File: src/rtl/i2c_target_regs.sv
// i2c_target_regs
// ---------------
// I2C target (responder) that gives an external I2C controller byte-wide
// access to a 256-entry register space through a simple strobe bus. SCL and
// SDA are oversampled in clk_i. SCL is never stretched, and SDA is only ever
// driven low (open-drain) through sda_t_o.
//
// Ports
//   clk_i        block clock, at least 20x the SCL frequency
//   rst_n_i      asynchronous active-low reset
//   scl_i        SCL pin value (asynchronous)
//   sda_i        SDA pin value (asynchronous)
//   sda_t_o      SDA tristate control: 1 = release, 0 = drive low
//   reg_addr_o   register pointer
//   reg_wdata_o  write data, valid while reg_wr_o is high
//   reg_wr_o     one-cycle write strobe
//   reg_rd_o     one-cycle read strobe
//   reg_rdata_i  read data, sampled exactly one cycle after reg_rd_o
//   busy_o       high from an addressed START until STOP or a read NACK
//
// Register bus protocol: there is no back-pressure. reg_wr_o and reg_rd_o are
// single-cycle strobes, and at most one of them is high in any cycle.
// reg_addr_o (and reg_wdata_o for writes) is valid in the strobe cycle. After
// reg_rd_o, the register side must present reg_rdata_i in the very next
// cycle, where it is captured.
module i2c_target_regs #(
  parameter logic [6:0]  DEV_ADDR    = 7'h48,
  parameter int unsigned HOLD_CYCLES = 4
) (
  input  logic       clk_i,
  input  logic       rst_n_i,
  input  logic       scl_i,
  input  logic       sda_i,
  output logic       sda_t_o,
  output logic [7:0] reg_addr_o,
  output logic [7:0] reg_wdata_o,
  output logic       reg_wr_o,
  output logic       reg_rd_o,
  input  logic [7:0] reg_rdata_i,
  output logic       busy_o
);

  typedef enum logic [3:0] {
    S_IDLE, S_ADDR, S_ADDR_ACK, S_PTR, S_PTR_ACK,
    S_WDATA, S_WDATA_ACK, S_RDATA, S_RDATA_ACK, S_WAIT
  } state_t;

  localparam logic [7:0] HOLD_INIT = 8'(HOLD_CYCLES - 1);

  state_t state_q, state_d;

  // Input conditioning: two synchronizer stages, plus one registered copy
  // that is used for edge detection.
  logic scl_s1, scl_s2, scl_d;
  logic sda_s1, sda_s2, sda_d;

  always_ff @(posedge clk_i or negedge rst_n_i) begin
    if (!rst_n_i) begin
      scl_s1 <= 1'b1;
      scl_s2 <= 1'b1;
      scl_d  <= 1'b1;
      sda_s1 <= 1'b1;
      sda_s2 <= 1'b1;
      sda_d  <= 1'b1;
    end else begin
      scl_s1 <= scl_i;
      scl_s2 <= scl_s1;
      scl_d  <= scl_s2;
      sda_s1 <= sda_i;
      sda_s2 <= sda_s1;
      sda_d  <= sda_s2;
    end
  end

  logic scl_rise, scl_fall, start_det, stop_det;
  assign scl_rise  = scl_s2 & ~scl_d;
  assign scl_fall  = ~scl_s2 & scl_d;
  // START and STOP qualify only while SCL is steady high. SDA activity while
  // SCL is low is therefore never mistaken for bus conditions.
  assign start_det = scl_s2 & scl_d & sda_d & ~sda_s2;
  assign stop_det  = scl_s2 & scl_d & ~sda_d & sda_s2;

  logic [2:0] bit_cnt_q;
  logic       byte_done_q;  // 8th bit sampled, waiting for its SCL fall
  logic [6:0] rx_sr_q;
  logic [7:0] tx_sr_q;
  logic       rw_q;
  logic       rd_dly_q;
  logic       pend_q, pend_val_q;
  logic [7:0] hold_cnt_q;

  logic       shifting, bit_rise, last_bit, addr_match;
  logic [7:0] rx_byte;

  assign shifting   = (state_q == S_ADDR) || (state_q == S_PTR) ||
                      (state_q == S_WDATA) || (state_q == S_RDATA);
  assign bit_rise   = scl_rise & shifting & ~start_det & ~stop_det;
  assign last_bit   = bit_rise & (bit_cnt_q == 3'd7);
  assign rx_byte    = {rx_sr_q, sda_s2};
  assign addr_match = (rx_byte[7:1] == DEV_ADDR);

  // FSM control signals.
  logic sched;       // schedule an SDA update HOLD_CYCLES from now
  logic sched_val;   // value to apply to sda_t_o
  logic tx_shift;    // advance the transmit shift register
  logic rd_pulse;    // request a register read strobe
  logic rd_advance;  // controller ACKed a read byte: move to the next address

  always_ff @(posedge clk_i or negedge rst_n_i) begin
    if (!rst_n_i) state_q <= S_IDLE;
    else          state_q <= state_d;
  end

  // Byte-level sequencing. A data state counts bits on SCL rises. The SCL
  // fall after the 8th bit moves to the matching ACK state. The SCL fall that
  // ends the ACK clock moves to the next data state. Every SDA change is
  // requested on an SCL fall and applied after the hold delay.
  always_comb begin
    state_d    = state_q;
    sched      = 1'b0;
    sched_val  = 1'b1;
    tx_shift   = 1'b0;
    rd_pulse   = 1'b0;
    rd_advance = 1'b0;
    if (start_det) begin
      state_d = S_ADDR;
    end else if (stop_det) begin
      state_d = S_IDLE;
    end else begin
      case (state_q)
        S_ADDR: begin
          if (last_bit && !addr_match) begin
            state_d = S_WAIT;
          end else if (scl_fall && byte_done_q) begin
            state_d   = S_ADDR_ACK;
            sched     = 1'b1;
            sched_val = 1'b0;
          end
        end
        S_ADDR_ACK: begin
          if (scl_rise && rw_q) rd_pulse = 1'b1;
          if (scl_fall) begin
            sched = 1'b1;
            if (rw_q) begin
              state_d   = S_RDATA;
              sched_val = tx_sr_q[7];
            end else begin
              state_d = S_PTR;
            end
          end
        end
        S_PTR: begin
          if (scl_fall && byte_done_q) begin
            state_d   = S_PTR_ACK;
            sched     = 1'b1;
            sched_val = 1'b0;
          end
        end
        S_PTR_ACK: begin
          if (scl_fall) begin
            state_d = S_WDATA;
            sched   = 1'b1;
          end
        end
        S_WDATA: begin
          if (scl_fall && byte_done_q) begin
            state_d   = S_WDATA_ACK;
            sched     = 1'b1;
            sched_val = 1'b0;
          end
        end
        S_WDATA_ACK: begin
          if (scl_fall) begin
            state_d = S_WDATA;
            sched   = 1'b1;
          end
        end
        S_RDATA: begin
          if (scl_fall) begin
            sched = 1'b1;
            if (byte_done_q) begin
              state_d = S_RDATA_ACK;  // release SDA for the controller's ACK
            end else begin
              tx_shift  = 1'b1;
              sched_val = tx_sr_q[6];
            end
          end
        end
        S_RDATA_ACK: begin
          if (scl_rise) begin
            if (sda_s2) begin
              state_d = S_WAIT;       // NACK: the controller is done reading
            end else begin
              rd_pulse   = 1'b1;
              rd_advance = 1'b1;
            end
          end else if (scl_fall) begin
            state_d   = S_RDATA;
            sched     = 1'b1;
            sched_val = tx_sr_q[7];
          end
        end
        default: ;
      endcase
    end
  end

  // SDA driver. A requested change waits HOLD_CYCLES. START or STOP releases
  // SDA at once and cancels any pending change.
  always_ff @(posedge clk_i or negedge rst_n_i) begin
    if (!rst_n_i) begin
      sda_t_o    <= 1'b1;
      pend_q     <= 1'b0;
      pend_val_q <= 1'b1;
      hold_cnt_q <= 8'd0;
    end else if (start_det || stop_det) begin
      sda_t_o <= 1'b1;
      pend_q  <= 1'b0;
    end else if (sched) begin
      pend_q     <= 1'b1;
      pend_val_q <= sched_val;
      hold_cnt_q <= HOLD_INIT;
    end else if (pend_q) begin
      if (hold_cnt_q == 8'd0) begin
        sda_t_o <= pend_val_q;
        pend_q  <= 1'b0;
      end else begin
        hold_cnt_q <= hold_cnt_q - 8'd1;
      end
    end
  end

  // Bit counting, shift registers and the register-bus side.
  always_ff @(posedge clk_i or negedge rst_n_i) begin
    if (!rst_n_i) begin
      bit_cnt_q   <= 3'd0;
      byte_done_q <= 1'b0;
      rx_sr_q     <= 7'd0;
      tx_sr_q     <= 8'hFF;
      rw_q        <= 1'b0;
      rd_dly_q    <= 1'b0;
      reg_addr_o  <= 8'd0;
      reg_wdata_o <= 8'd0;
      reg_wr_o    <= 1'b0;
      reg_rd_o    <= 1'b0;
      busy_o      <= 1'b0;
    end else begin
      reg_wr_o <= 1'b0;
      reg_rd_o <= rd_pulse;
      rd_dly_q <= reg_rd_o;

      if (rd_dly_q)      tx_sr_q <= reg_rdata_i;
      else if (tx_shift) tx_sr_q <= {tx_sr_q[6:0], 1'b1};

      // A START or STOP in the middle of a byte throws away the partial byte.
      if (start_det || stop_det) begin
        bit_cnt_q   <= 3'd0;
        byte_done_q <= 1'b0;
      end else if (bit_rise) begin
        rx_sr_q   <= rx_byte[6:0];
        bit_cnt_q <= bit_cnt_q + 3'd1;
        if (bit_cnt_q == 3'd7) byte_done_q <= 1'b1;
      end else if (scl_fall && byte_done_q) begin
        byte_done_q <= 1'b0;
      end

      if (last_bit && state_q == S_ADDR) rw_q <= rx_byte[0];

      if (last_bit && state_q == S_WDATA) begin
        reg_wdata_o <= rx_byte;
        reg_wr_o    <= 1'b1;
      end

      // The pointer moves on the cycle after a write strobe, or together
      // with the read strobe for the next byte of a read burst.
      if (last_bit && state_q == S_PTR) reg_addr_o <= rx_byte;
      else if (reg_wr_o || rd_advance)  reg_addr_o <= reg_addr_o + 8'd1;

      if (stop_det)
        busy_o <= 1'b0;
      else if (last_bit && state_q == S_ADDR)
        busy_o <= addr_match;
      else if (state_q == S_RDATA_ACK && state_d == S_WAIT)
        busy_o <= 1'b0;
    end
  end

endmodule

File: config.mk
export PLATFORM = sky130hd
export DESIGN_NAME = i2c_target_regs
export DESIGN_NICKNAME = d
export VERILOG_FILES = /design/src/rtl/i2c_target_regs.sv
export SDC_FILE = /design/constraint.sdc
export NUM_CORES = 1
export LEC_CHECK = 0
export BUFFER_PORTS_ARGS = -buffer_cell sky130_fd_sc_hd__buf_2
export CORE_MARGIN = 4
export CORE_UTILIZATION = 31
export DETAILED_ROUTE_END_ITERATION = 7
export PLACE_DENSITY = 0.5
export REMOVE_ABC_BUFFERS = 1
export SYNTH_ARGS = -nofsm -noshare
export SYNTH_HDL_FRONTEND = slang
export SYNTH_SLANG_ARGS = --single-unit
File: constraint.sdc
create_clock -name clk_i -period 2.1 [get_ports clk_i]
set_input_delay 0.21 -clock clk_i [delete_from_list [all_inputs] [get_ports clk_i]]
set_output_delay 0.21 -clock clk_i [all_outputs]
set_load 0.01 [all_outputs]
# Word-level counts from Yosys, hierarchy flattened
# Index checks and enable logic that the tools add are counted.
dict set report word_totals {
  in_bits 12
  regBits 61
}
dict set report classes {
  n_addsub 3
  reduce_logical 30
  eq_ne 14
  muxes 72
  bitwise 18
}
# cell count
set op_table {}
lappend op_table {{$mux W8} 7}
lappend op_table {{$mux W4} 13}
lappend op_table {{$mux W1} 45}
lappend op_table {{$pmux W4 S7} 1}
lappend op_table {{$eq A4 B3 Y1 const B} 4}
lappend op_table {{$reduce_bool A2 Y1} 6}
lappend op_table {{$and A1 B1 Y1} 11}
lappend op_table {{$mux W3} 3}
lappend op_table {{$add A8 B1 Y8 const B} 1}
lappend op_table {{$eq A4 B2 Y1 const B} 2}
lappend op_table {{$eq A4 B4 Y1 const B} 2}
lappend op_table {{$logic_not A8 Y1} 1}
lappend op_table {{$sub A8 B1 Y8 const B} 1}
lappend op_table {{$eq A7 B7 Y1 const B} 1}
lappend op_table {{$logic_and A1 B1 Y1} 7}
lappend op_table {{$not A1 Y1} 7}
lappend op_table {{$reduce_and A2 Y1} 3}
lappend op_table {{$reduce_and A3 Y1} 2}
lappend op_table {{$reduce_bool A3 Y1} 2}
lappend op_table {{$logic_or A1 B1 Y1} 5}
lappend op_table {{$pmux W1 S5} 1}
lappend op_table {{$eq A4 B1 Y1 const B} 1}
lappend op_table {{$pmux W1 S4} 1}
lappend op_table {{$reduce_or A2 Y1} 2}
lappend op_table {{8 further kinds} 8}

# Longest topological paths before layout
# Gate-level depths: netlist of run 1.
dict set report logic_depth {
  word_depth 18
  ltp_mapped 8
}

# Worst setup path after synthesis of run 1
# No wires, ideal clock.
dict set report synth_timing {
  path_kind {flip-flop to flip-flop}
  startpoint {register scl_s2}
  endpoint {register reg_wdata_o[1]}
  path_stages_with_launch 6
  path_buffers 1
  arrival_time_ns 1.848
  t_required_ns 1.975
  period_less_slack_ns 1.973
  setup_slack_ns 0.127
  cell_sequence {dfstp_2 > and4bb_4 > nand2_2 > or4b_4 > buf_6 > mux2_4}
}
dict set report synth_via {
  elab_chain_cells 8
  elab_cells_between_ends 13
  classes_between {bitwise: 12; reduce/logical: 1}
}
# item line_no
set synth_lines {}
lappend synth_lines {{from (decl)} 54} ;# logic scl_s1, scl_s2, scl_d;
lappend synth_lines {{from (signal assigned)} 67} ;# scl_s2 <= scl_s1;
lappend synth_lines {{$and A1 B1 Y1} {80, 81}}
lappend synth_lines {{$and A1 B1 Y1 (2 in series)} 80} ;# assign start_det = scl_s2 & scl_d & sda_d & ~sda_s2;
lappend synth_lines {{$not A1 Y1} 97} ;# assign bit_rise = scl_rise & shifting & ~start_det & ~stop_det;
lappend synth_lines {{$and A1 B1 Y1} 97}
lappend synth_lines {{$and A1 B1 Y1 *} 97}
lappend synth_lines {{$and A1 B1 Y1 *} 98} ;# assign last_bit = bit_rise & (bit_cnt_q == 3'd7);
lappend synth_lines {{$logic_and A1 B1 Y1 *} 269} ;# if (last_bit && state_q == S_WDATA) begin
lappend synth_lines {{to (signal assigned)} 270} ;# reg_wdata_o <= rx_byte;
lappend synth_lines {{to (decl)} 36} ;# output logic [7:0] reg_wdata_o,
# Every way passes the cells marked *; elsewhere a longest branch is shown, timed or not.
# A chain may end at the register's enable or synchronous reset.

# Worst setup path after layout of run 1
dict set report layout_timing {
  startpoint {register scl_s2}
  endpoint {register reg_wdata_o[6]}
}
# Same word-level chain as after synthesis.

==> out/metrics.yaml, run 1 <==
antenna_found_initial: 0
seqCellArea_sq_um: 1550
setup-tns-final_ns: 0
clk_latency_ns: 0.34
crit_buf_inv: 0
comb_power_share_pct: 31.1
grt_pass1_vias: 2347
cp-start-kind: "flop"
drive_above_1_share_pct: 31.2
cts.sinks: 61
syn_area_sq_um: 3150
wire_per_inst_microns: 14.1
cts_tree: "done"
outcome: "finished clean"
crit_family: "simple AND/OR/NAND/NOR gates"
drcViolationCount: 0
clkPwrFrac_pct: 23.1
async_flop_share_pct: 100
dpl.hpwl_mm: 4.92
cts_buffers: 9
grt_pass1_wl_mm: 11.8
antenna_left: 0
endpoint_kind: "flop"
worstMarginPinSlew_ns: 0.527
grt_max_degree: 62
grtUsageTotal_pct: 12.7
avgSynthCellArea_sq_um: 10.4
finalCriticalPeriod_ns: 1.97
nNetsFinal: 371
synth_cell_types: 59
ys.flop_type: "dfrtp_1"
slew_viol_final: 0
dr_total_vias: 2401
cts_root_buf: "clkbuf_8"
synth-seq-cells: 61
rsz0062_at_grt: "false"
drtIter0Drc: 117
port_buffers: 31
syn_to_final_growth_pct: 19.4
core-area_sq_um: 9820
max_freq_ghz: 0.507
die_area_sq_um: 11800
switchingPower_w: 0.00135
power_w: 0.00391
maxCapViolCount: 0
hold_path.class: "in2reg"
crit_fanout: 10
fp.dieH_microns: 109
wl_mm: 6.92
place_congestion: 0.904
rows: 36
seqPwrFrac_pct: 45.9
path_clk_slew_ns: 0.07
max_stage_delay_ns: 0.65
slew-limit-headroom_pct: 64.8
setup_viol_count_final: 0
htreeDepth: 3
critPathRequiredTime_ns: 2.32
fp.dieW_microns: 109
cp_slowest_cell: "or4b_4"
period_share_pct: 94.0
post_cts_buffers: 0
clockBufferDepth: 2
synthCells: 304
fill_cells: 1017
drt-vias-per-instance: 4.88
arrival_ns: 2.20
r2r_setup_slack_ns: 0.13
ys_seq_area_share_pct: 49.1
worstSetupPathType: "reg2reg"
path_cells: "and4bb_4 -> nand2_2 -> or4b_4 -> mux2_4"
yosysWarnings: 0
num_antenna_cells: 0
io-pin-count: 32
grt_overflow_total: 0
multi_input_area_sq_um: 1470
p_leak_nw: 1.74
vdd_drop_max_uv: 258
finalHoldViolCount: 0
fin_skew_ns: 0.00840
power_density_nw_per_um2: 1040
initial_utilization_pct: 32.0
p_sw_share_pct: 34.5
internal_power_w: 0.00256
drt_pass1_iterations: 4
synth_edf_count: 0
## through the flow
stage	util (%)	std cells	setup slack (ns)	hold WS, ns	area (sq um)
2_1_floorplan	-	287	-0.0409	-0.0856	3060
3_3_place_gp	36.3	473	0.143	0.244	3560
3_5_place_dp	36.3	473	0.135	0.245	3560
4_1_cts	38.3	492	0.122	0.0717	3760
5_1_grt	38.3	492	0.00686	0.0811	3760
6_report	38.3	492	0.126	0.0771	3760
## state kept, by name (all words and copies together) (netlist names), 3 cells and up
register / count
bit_cnt_q: 3
hold_cnt_q: 8
rx_sr_q: 7
tx_sr_q: 8
reg_addr_o: 8
state_q: 4
reg_wdata_o: 8
## cell type report
cell class | instances | area share (%)
Clock buffer | 11 | 3.76
Clock inverter | 5 | 0.699
Inverter | 12 | 1.20
Multi-Input combinational cell | 214 | 39.1
Sequential cell | 61 | 41.1
Tap cell | 133 | 4.43
Timing Repair Buffer | 56 | 9.65
## power by group through the flow
stage	Clock (W)	Sequential, W	Combinational (W)
floorplan	0	0.00180	0.000770
global route	0.000989	0.00184	0.00139
finish	0.000902	0.00179	0.00122
detailed placement	0	0.00181	0.00122
global placement	0	0.00181	0.00122
CTS	0.000942	0.00179	0.00123
## layer usage
layer	GRT usage [%]	routed length (microns)
met3	2.31	312
met4	5.14	76
met5	0	0
met2	19.0	3220
met1	18.1	3310
## worst register-to-register path, cell delays in order (launching register included)
cell	delay (ns)
dfstp_2	0.53
and4bb_4	0.25
nand2_2	0.08
or4b_4	0.65
mux2_4	0.34
## synth_stat cells, types with 3 or more instances
| library cell | count | area (sq um) |
|---|---|---|
| clkbuf_1 | 8 | 30.0 |
| dfstp_2 | 16 | 420 |
| nor2_1 | 27 | 101 |
| a31oi_1 | 4 | 25.0 |
| nor4_1 | 3 | 18.8 |
| or3_1 | 4 | 25.0 |
| a21oi_1 | 11 | 55.1 |
| a211oi_1 | 4 | 30.0 |
| o21ai_0 | 20 | 100 |
| dfrtp_1 | 45 | 1130 |
| or2_2 | 3 | 18.8 |
| nor3_1 | 6 | 30.0 |
| xnor2_1 | 17 | 149 |
| mux2i_1 | 8 | 80.1 |
| mux2_4 | 7 | 105 |
| nand2_1 | 31 | 116 |
| nor2b_1 | 6 | 37.5 |
| inv_1 | 12 | 45.0 |
| nor4b_1 | 3 | 26.3 |
| nand3_1 | 7 | 35.0 |
| mux2_2 | 7 | 78.8 |
| ha_1 | 5 | 62.6 |
| buf_2 | 5 | 25.0 |
## kinds of logic (layout without fill, tap and decap cells)
logic type / count (synthesis) / after routing / share of synthesized area [%]
AO/OA/AOI/OAI: 59 / 59 / 12.4
XOR/XNOR: 18 / 18 / 5.01
adder cells (fa/ha/maj): 6 / 6 / 2.31
buffers and inverters: 29 / 84 / 4.17
flip-flops: 61 / 61 / 49.1
multiplexers: 22 / 22 / 8.39
AND/OR/NAND/NOR: 109 / 109 / 18.6
## cell usage in the layout (no fill, tap or decap), types with 2 or more instances in the layout
cell type	count
a211oi_1	4
o31ai_1	2
nand4_1	2
nand3_1	7
nor2b_1	6
mux2_2	7
dlygate4sd3_1	3
or2_2	3
nor2_1	27
buf_2	31
mux2i_1	8
o21ai_1	2
nand2_1	31
nand2b_1	2
nor3_1	6
ha_1	5
dfstp_2	16
clkinv_2	3
dfrtp_1	45
xnor2_1	17
or4b_4	2
a31oi_1	4
o21ai_0	20
nor4_1	3
inv_1	12
nor4b_1	3
or3_1	4
o211ai_1	2
o22ai_1	2
clkbuf_8	10
mux2_4	7
buf_4	21
a21oi_1	11
## repair_timing
item | 4_1_cts | 5_1_grt
resized for setup | 0 | 1
endpoints found under the hold margin | 47 | 0
hold buffers | 3 | 0
endpoints found under the setup margin | 0 | 1
## worst paths after layout
check	startpoint	end	depth (start not counted)
worst max-delay path	scl_s2	reg_wdata_o[6]	4
worst min-delay path	reg_rdata_i[5]	tx_sr_q[5]	3
worst max register to register	scl_s2	reg_wdata_o[6]	4
worst min register to register	sda_s1	sda_s2	0
max in group asynchronous	rst_n_i	tx_sr_q[0]	3
min in group asynchronous	rst_n_i	hold_cnt_q[5]	3
No activity file was read; power rests on OpenSTA's default activity.
==> run 2: changes to the inputs <==
--- a/config.mk
+++ b/config.mk
@@ -9,7 +9,9 @@
 export CORE_MARGIN = 4
 export CORE_UTILIZATION = 31
 export DETAILED_ROUTE_END_ITERATION = 7
+export HOLD_SLACK_MARGIN = 0.12
 export PLACE_DENSITY = 0.5
+export RECOVER_POWER = 100
 export REMOVE_ABC_BUFFERS = 1
 export SYNTH_ARGS = -nofsm -noshare
 export SYNTH_HDL_FRONTEND = slang
==> out/metrics.yaml, run 2 (synthesis gave the netlist of run 1 again) <==
htreeDepth: 3  # unchanged
seqCellArea_sq_um: 1550  # unchanged
max_freq_ghz: 0.499  # -1.5%
reg2reg_depth: 4  # unchanged
syn_to_final_growth_pct: 19.5  # about the same
switchingPower_w: 0.00135  # -0.44%
cts_buffers: 9  # unchanged
dpl_worst_slack_ns: 0.135  # unchanged
critPathRequiredTime_ns: 2.31  # about the same
drtIter0Drc: 129  # +10%
finalCriticalPeriod_ns: 2.00  # +0.0305 ns
comb_power_share_pct: 31.0  # about the same
die_area_sq_um: 11800  # unchanged
slew-limit-headroom_pct: 10.5  # -54 points
dr_total_vias: 2411  # +0.42%
rr_startpoint: "scl_s2"
finalHoldViolCount: 0  # unchanged
path_clk_slew_ns: 0.06  # about the same
io-pin-count: 32  # unchanged
num_antenna_cells: 0  # unchanged
fill_cells: 1026  # +0.88%
fin_skew_ns: 0.00820  # -0.000209 ns
antenna_left: 0  # unchanged
wire_per_inst_microns: 13.9  # -1.0%
seqPwrFrac_pct: 45.9  # about the same
grt_overflow_total: 0  # unchanged
hold_path.class: "reg2reg"
internal_power_w: 0.00255  # -0.47%
clkPwrFrac_pct: 23.1  # about the same
setup_viol_count_final: 0  # unchanged
grt_max_degree: 62  # unchanged
cts_tree: "done"
vdd_drop_max_uv: 258  # about the same
endpoint: "reg_wdata_o[6]"
drcViolationCount: 0  # unchanged
period_share_pct: 95.4  # +1.5 points
post_dp_cell_area_sq_um: 3560  # unchanged
drt-vias-per-instance: 4.82  # -1.2%
antenna_found_initial: 0  # unchanged
p_sw_share_pct: 34.6  # about the same
fp.dieH_microns: 109  # unchanged
worstMarginPinSlew_ns: 1.34  # +0.815 ns
clk_latency_ns: 0.34  # about the same
cp-start-kind: "flop"
grt_pass1_vias: 2372  # +1.1%
slew_viol_final: 0  # unchanged
arrival_ns: 2.22  # +0.02 ns
p_leak_nw: 1.65  # -5.2%
drt_pass1_iterations: 4  # unchanged
dpl.hpwl_mm: 4.92  # unchanged
fp.dieW_microns: 109  # unchanged
worstSetupPathType: "reg2reg"
r2r_setup_slack_ns: 0.1  # -0.03 ns
final_common_cell: "dfrtp_1"
timing.rr.end: "reg_wdata_o[6]"
fin_area_sq_um: 3760  # about the same
multi_input_area_sq_um: 1440  # -2.0%
final_cell_mix: "45 x dfrtp_1, 32 x nand2_1, 27 x nor2_1"
crit_start: "scl_s2"
cts.sinks: 61  # unchanged
rows: 36  # unchanged
initial_utilization_pct: 32.0  # unchanged
port_buffers: 31  # unchanged
place_congestion: 0.904  # unchanged
crit_fanout: 10  # unchanged
wl_mm: 6.96  # +0.56%
cts_root_buf: "clkbuf_8"
core-area_sq_um: 9820  # unchanged
endpoint_kind: "flop"
rsz0062_at_grt: "false"
grt_pass1_wl_mm: 12.0  # +0.93%
nNetsFinal: 379  # +2.2%
outcome: "finished clean"
power_density_nw_per_um2: 1040  # -0.49%
drive_above_1_share_pct: 21.5  # -9.7 points
clockBufferDepth: 2  # unchanged
post_cts_buffers: 0  # unchanged
maxCapViolCount: 0  # unchanged
grtUsageTotal_pct: 12.8  # +0.11 points
setup_slack_ns: 0.0959  # -0.0305 ns
[run 2: cell types whose count changed in the layout (fill, tap and decap cells not counted), moves of 2 or more]
cell and delta:
dfstp_2 -2, buf_2 -18, buf_4 -3, clkbuf_1 +22
dlygate4sd3_1 +8, mux2_4 -7, dfstp_1 +2, mux2_1 +7
[run 2: layer usage]
layer / global-route usage (%) / wire length, microns
met1: 18.2 / 3330
met2: 19.2 / 3250
met3: 2.31 / 298
met4: 5.14 / 80
met5: 0 / 0
[run 2: worst min-delay path by stage]
| stage | startpoint | to | slack, ns | cells after the start |
|---|---|---|---|---|
| floorplan | rst_n_i | bit_cnt_q[0] | -0.09 | 0 |
| global placement | rst_n_i | hold_cnt_q[4] | 0.24 | 2 |
| detailed placement | rst_n_i | hold_cnt_q[5] | 0.25 | 2 |
| CTS | sda_s1 | sda_s2 | 0.36 | 0 |
| global route | sda_s1 | sda_s2 | 0.36 | 0 |
| finish | sda_s1 | sda_s2 | 0.36 | 0 |
[run 2: repair_timing]
action	in CTS	in global routing
setup endpoints to repair	0	1
endpoints found under the hold margin	55	0
hold buffers	11	0
gates resized for setup	0	1
[run 2: through the flow]
stage	total power (W)	hold slack [ns]	setup TNS (ns)	utilization (%)	std cells
after detailed placement	0.00303	0.245	0	36.3	473
after CTS	0.00397	0.356	0	39.1	500
final	0.00389	0.361	0	38.3	500
after floorplan	0.00257	-0.0856	-0.287	-	287
after global routing	0.00420	0.364	0	38.3	500
after global placement	0.00302	0.244	0	36.3	473
[run 2: cell type report]
cell class / count / share of cell area, %
Sequential cell: 61 / 41.1
Clock buffer: 11 / 3.76
Clock inverter: 5 / 0.699
Inverter: 12 / 1.20
Timing Repair Buffer: 64 / 10.4
Tap cell: 133 / 4.43
Multi-Input combinational cell: 214 / 38.3
[run 2: critical path, stage by stage (launching register included)]
cell      delay, ns
dfstp_2        0.53
and4bb_4       0.24
nand2_1        0.12
or4b_4         0.64
mux2_1         0.35
[run 2: power groups by stage]
stage / sequential (W) / clock (W) / combinational (W)
after global routing: 0.00183 / 0.000989 / 0.00138
after global placement: 0.00181 / 0 / 0.00122
after CTS: 0.00179 / 0.000942 / 0.00124
after detailed placement: 0.00181 / 0 / 0.00122
final: 0.00179 / 0.000899 / 0.00121
after floorplan: 0.00180 / 0 / 0.000770
==> run 3: changes to the inputs <==
--- a/config.mk
+++ b/config.mk
@@ -6,7 +6,7 @@
 export NUM_CORES = 1
 export LEC_CHECK = 0
 export BUFFER_PORTS_ARGS = -buffer_cell sky130_fd_sc_hd__buf_2
-export CORE_MARGIN = 4
+export CORE_MARGIN = 2
 export CORE_UTILIZATION = 31
 export DETAILED_ROUTE_END_ITERATION = 7
 export HOLD_SLACK_MARGIN = 0.12
==> out/metrics.yaml, run 3 (synthesis gave the netlist of run 1 again) <==
outcome: "finished with violations"
violations: "max-capacitance violations"
top_usage_layer: "met2"
grtUsageTotal_pct: 14.1  # +1.3 points
drtIter0Drc: 108  # -16%
core-area_sq_um: 9820  # unchanged
wl_mm: 7.29  # +4.8%
p_leak_nw: 1.68  # +1.9%
switchingPower_w: 0.00142  # +5.6%
power_density_nw_per_um2: 1100  # +6.1%
worstSetupPathType: "reg2reg"
crit_fanout: 10  # unchanged
io-pin-count: 32  # unchanged
rows: 36  # unchanged
slew-limit-headroom_pct: 0.117  # -10 points
cts_buffers: 9  # unchanged
finalCriticalPeriod_ns: 1.99  # -0.0173 ns
clockBufferDepth: 2  # unchanged
setup_slack_ns: 0.113  # +0.0173 ns
crit_family: "simple AND/OR/NAND/NOR gates"
arrival_ns: 2.22  # about the same
r2r_setup_slack_ns: 0.11  # +0.02 ns
critPathRequiredTime_ns: 2.33  # +0.02 ns
endpoint_kind: "flop"
dpl_worst_slack_ns: 0.0730  # -0.0624 ns
cts_tree: "done"
grt_overflow_total: 0  # unchanged
cts_root_buf: "clkbuf_8"
drt-vias-per-instance: 4.85  # +0.67%
dr_total_vias: 2432  # +0.87%
drcViolationCount: 0  # unchanged
initial_utilization_pct: 32.0  # unchanged
rsz0062_at_grt: "false"
max_stage_delay_ns: 0.63  # about the same
finalHoldViolCount: 0  # unchanged
setup_viol_count_final: 0  # unchanged
grtUsageMet2_pct: 21.6  # +2.4 points
max_freq_ghz: 0.503  # +0.87%
htreeDepth: 3  # unchanged
die_area_sq_um: 11000  # -7.2%
cp-start-kind: "flop"
cp_slowest_cell: "or4b_4"
globalRouteMet1Util_pct: 19.2  # +1.0 points
fill_cells: 1017  # -0.88%
crit_buf_inv: 0  # unchanged
grt_pass1_vias: 2461  # +3.8%
antenna_found_initial: 0  # unchanged
num_antenna_cells: 0  # unchanged
fp.dieH_microns: 105  # -3.7%
slew_viol_final: 0  # unchanged
syn_to_final_growth_pct: 21.9
antenna_left: 0  # unchanged
port_buffers: 31  # unchanged
nNetsFinal: 380  # +0.26%
worstMarginPinSlew_ns: 1.50  # +0.155 ns
post_dp_cell_area_sq_um: 3570  # +0.21%
cts.sinks: 61  # unchanged
grt_pass1_wl_mm: 12.3  # +3.1%
fin_skew_ns: 0.0104  # +0.00221 ns
maxCapViolCount: 1  # +1
fin_area_sq_um: 3840  # +2.0%
clk_latency_ns: 0.35  # about the same
clkPwrFrac_pct: 28.0  # +4.9 points
path_cells: "and4bb_4 -> nand2_1 -> or4b_4 -> mux2_1"
period_share_pct: 94.6  # -0.82 points
place_congestion: 0.842  # -6.9%
drive_above_1_share_pct: 23.1  # +1.6 points
grt_max_degree: 62  # unchanged
internal_power_w: 0.00279  # +9.6%
seqPwrFrac_pct: 42.2  # -3.7 points
wire_per_inst_microns: 14.6  # +4.5%
path_clk_slew_ns: 0.07  # about the same
comb_power_share_pct: 29.8  # -1.2 points
p_sw_share_pct: 33.7  # -0.84 points
drt_pass1_iterations: 4  # unchanged
final_common_cell: "dfrtp_1"
gr-usage-met3_pct: 2.43  # +0.12 points
vdd_drop_max_uv: 307  # +19%
post_cts_buffers: 0  # unchanged
dpl.hpwl_mm: 5.06  # +2.9%
final_cell_mix: "45 x dfrtp_1, 32 x nand2_1, 27 x nor2_1"
fp.dieW_microns: 105  # -3.7%
hold_path.class: "reg2reg"
==> run 3: cell count changes in the layout (fill, tap and decap cells not counted), moves of 2 or more <==
cell | before | now
clkinv_4 | 0 | 2
bufinv_16 | 0 | 2
clkinv_2 | 3 | 1
clkbuf_2 | 0 | 2
==> run 3: path summary, 6_finish.rpt <==
path	depth (start not counted)	start	endpoint
setup / recovery	4	scl_s2	reg_wdata_o[3]
setup reg to reg	4	scl_s2	reg_wdata_o[3]
max in group asynchronous	3	rst_n_i	state_q[1]
min in group asynchronous	3	rst_n_i	hold_cnt_q[5]
hold / removal	0	sda_s1	sda_s2
hold reg to reg	0	sda_s1	sda_s2
==> run 3: layout make-up <==
type | instances | area [sq um] | area share [%]
inverters | 12 | 45.0 | 1.17
multi-input cells | 214 | 1460 | 38.0
well taps | 133 | 166 | 4.34
clock inverters | 7 | 98.8 | 2.58
repair buffers | 65 | 398 | 10.4
clock buffers | 9 | 124 | 3.23
flip-flops and latches | 61 | 1550 | 40.3
==> run 3: per-stage QoR <==
stage	cells	hold WS, ns	TNS [ns]	total power (W)	util [%]
finish	501	0.362	0	0.00421	39.1
global route	501	0.369	0	0.00452	39.1
CTS	501	0.358	0	0.00429	39.7
detailed placement	474	0.240	0	0.00306	36.3
global placement	474	0.240	0	0.00304	36.3
floorplan	287	-0.0856	-0.287	0.00257	-
==> run 3: worst reg2reg max path, delay by kind of cell, from the launching register on <==
family | cells | cell delay [ns]
AND/OR/NAND/NOR | 3 | 0.97
flip-flops | 1 | 0.54
multiplexers | 1 | 0.36
==> run 3: repair_timing <==
item                                   4_1_cts  5_1_grt
resized for setup                            0        4
hold buffers                                11        0
setup endpoints to repair                    0        5
endpoints found under the hold margin       55        0
==> run 3: layer usage <==
| metal | share of wire (%) | up-vias | wire [microns] |
|---|---|---|---|
| met2 | 46 | 40 | 3360 |
| met4 | 2.1 | 0 | 151 |
| li1 | - | 1195 | - |
| met1 | 49 | 1185 | 3570 |
| met3 | 2.8 | 12 | 207 |
| met5 | 0 | - | 0 |
==> run 3: power by group through the flow <==
stage	logic (W)	clock network (W)	registers, W
2_1_floorplan	0.000770	0	0.00180
3_3_place_gp	0.00124	0	0.00180
3_5_place_dp	0.00126	0	0.00180
4_1_cts	0.00128	0.00122	0.00178
5_1_grt	0.00143	0.00127	0.00183
6_report	0.00126	0.00118	0.00178
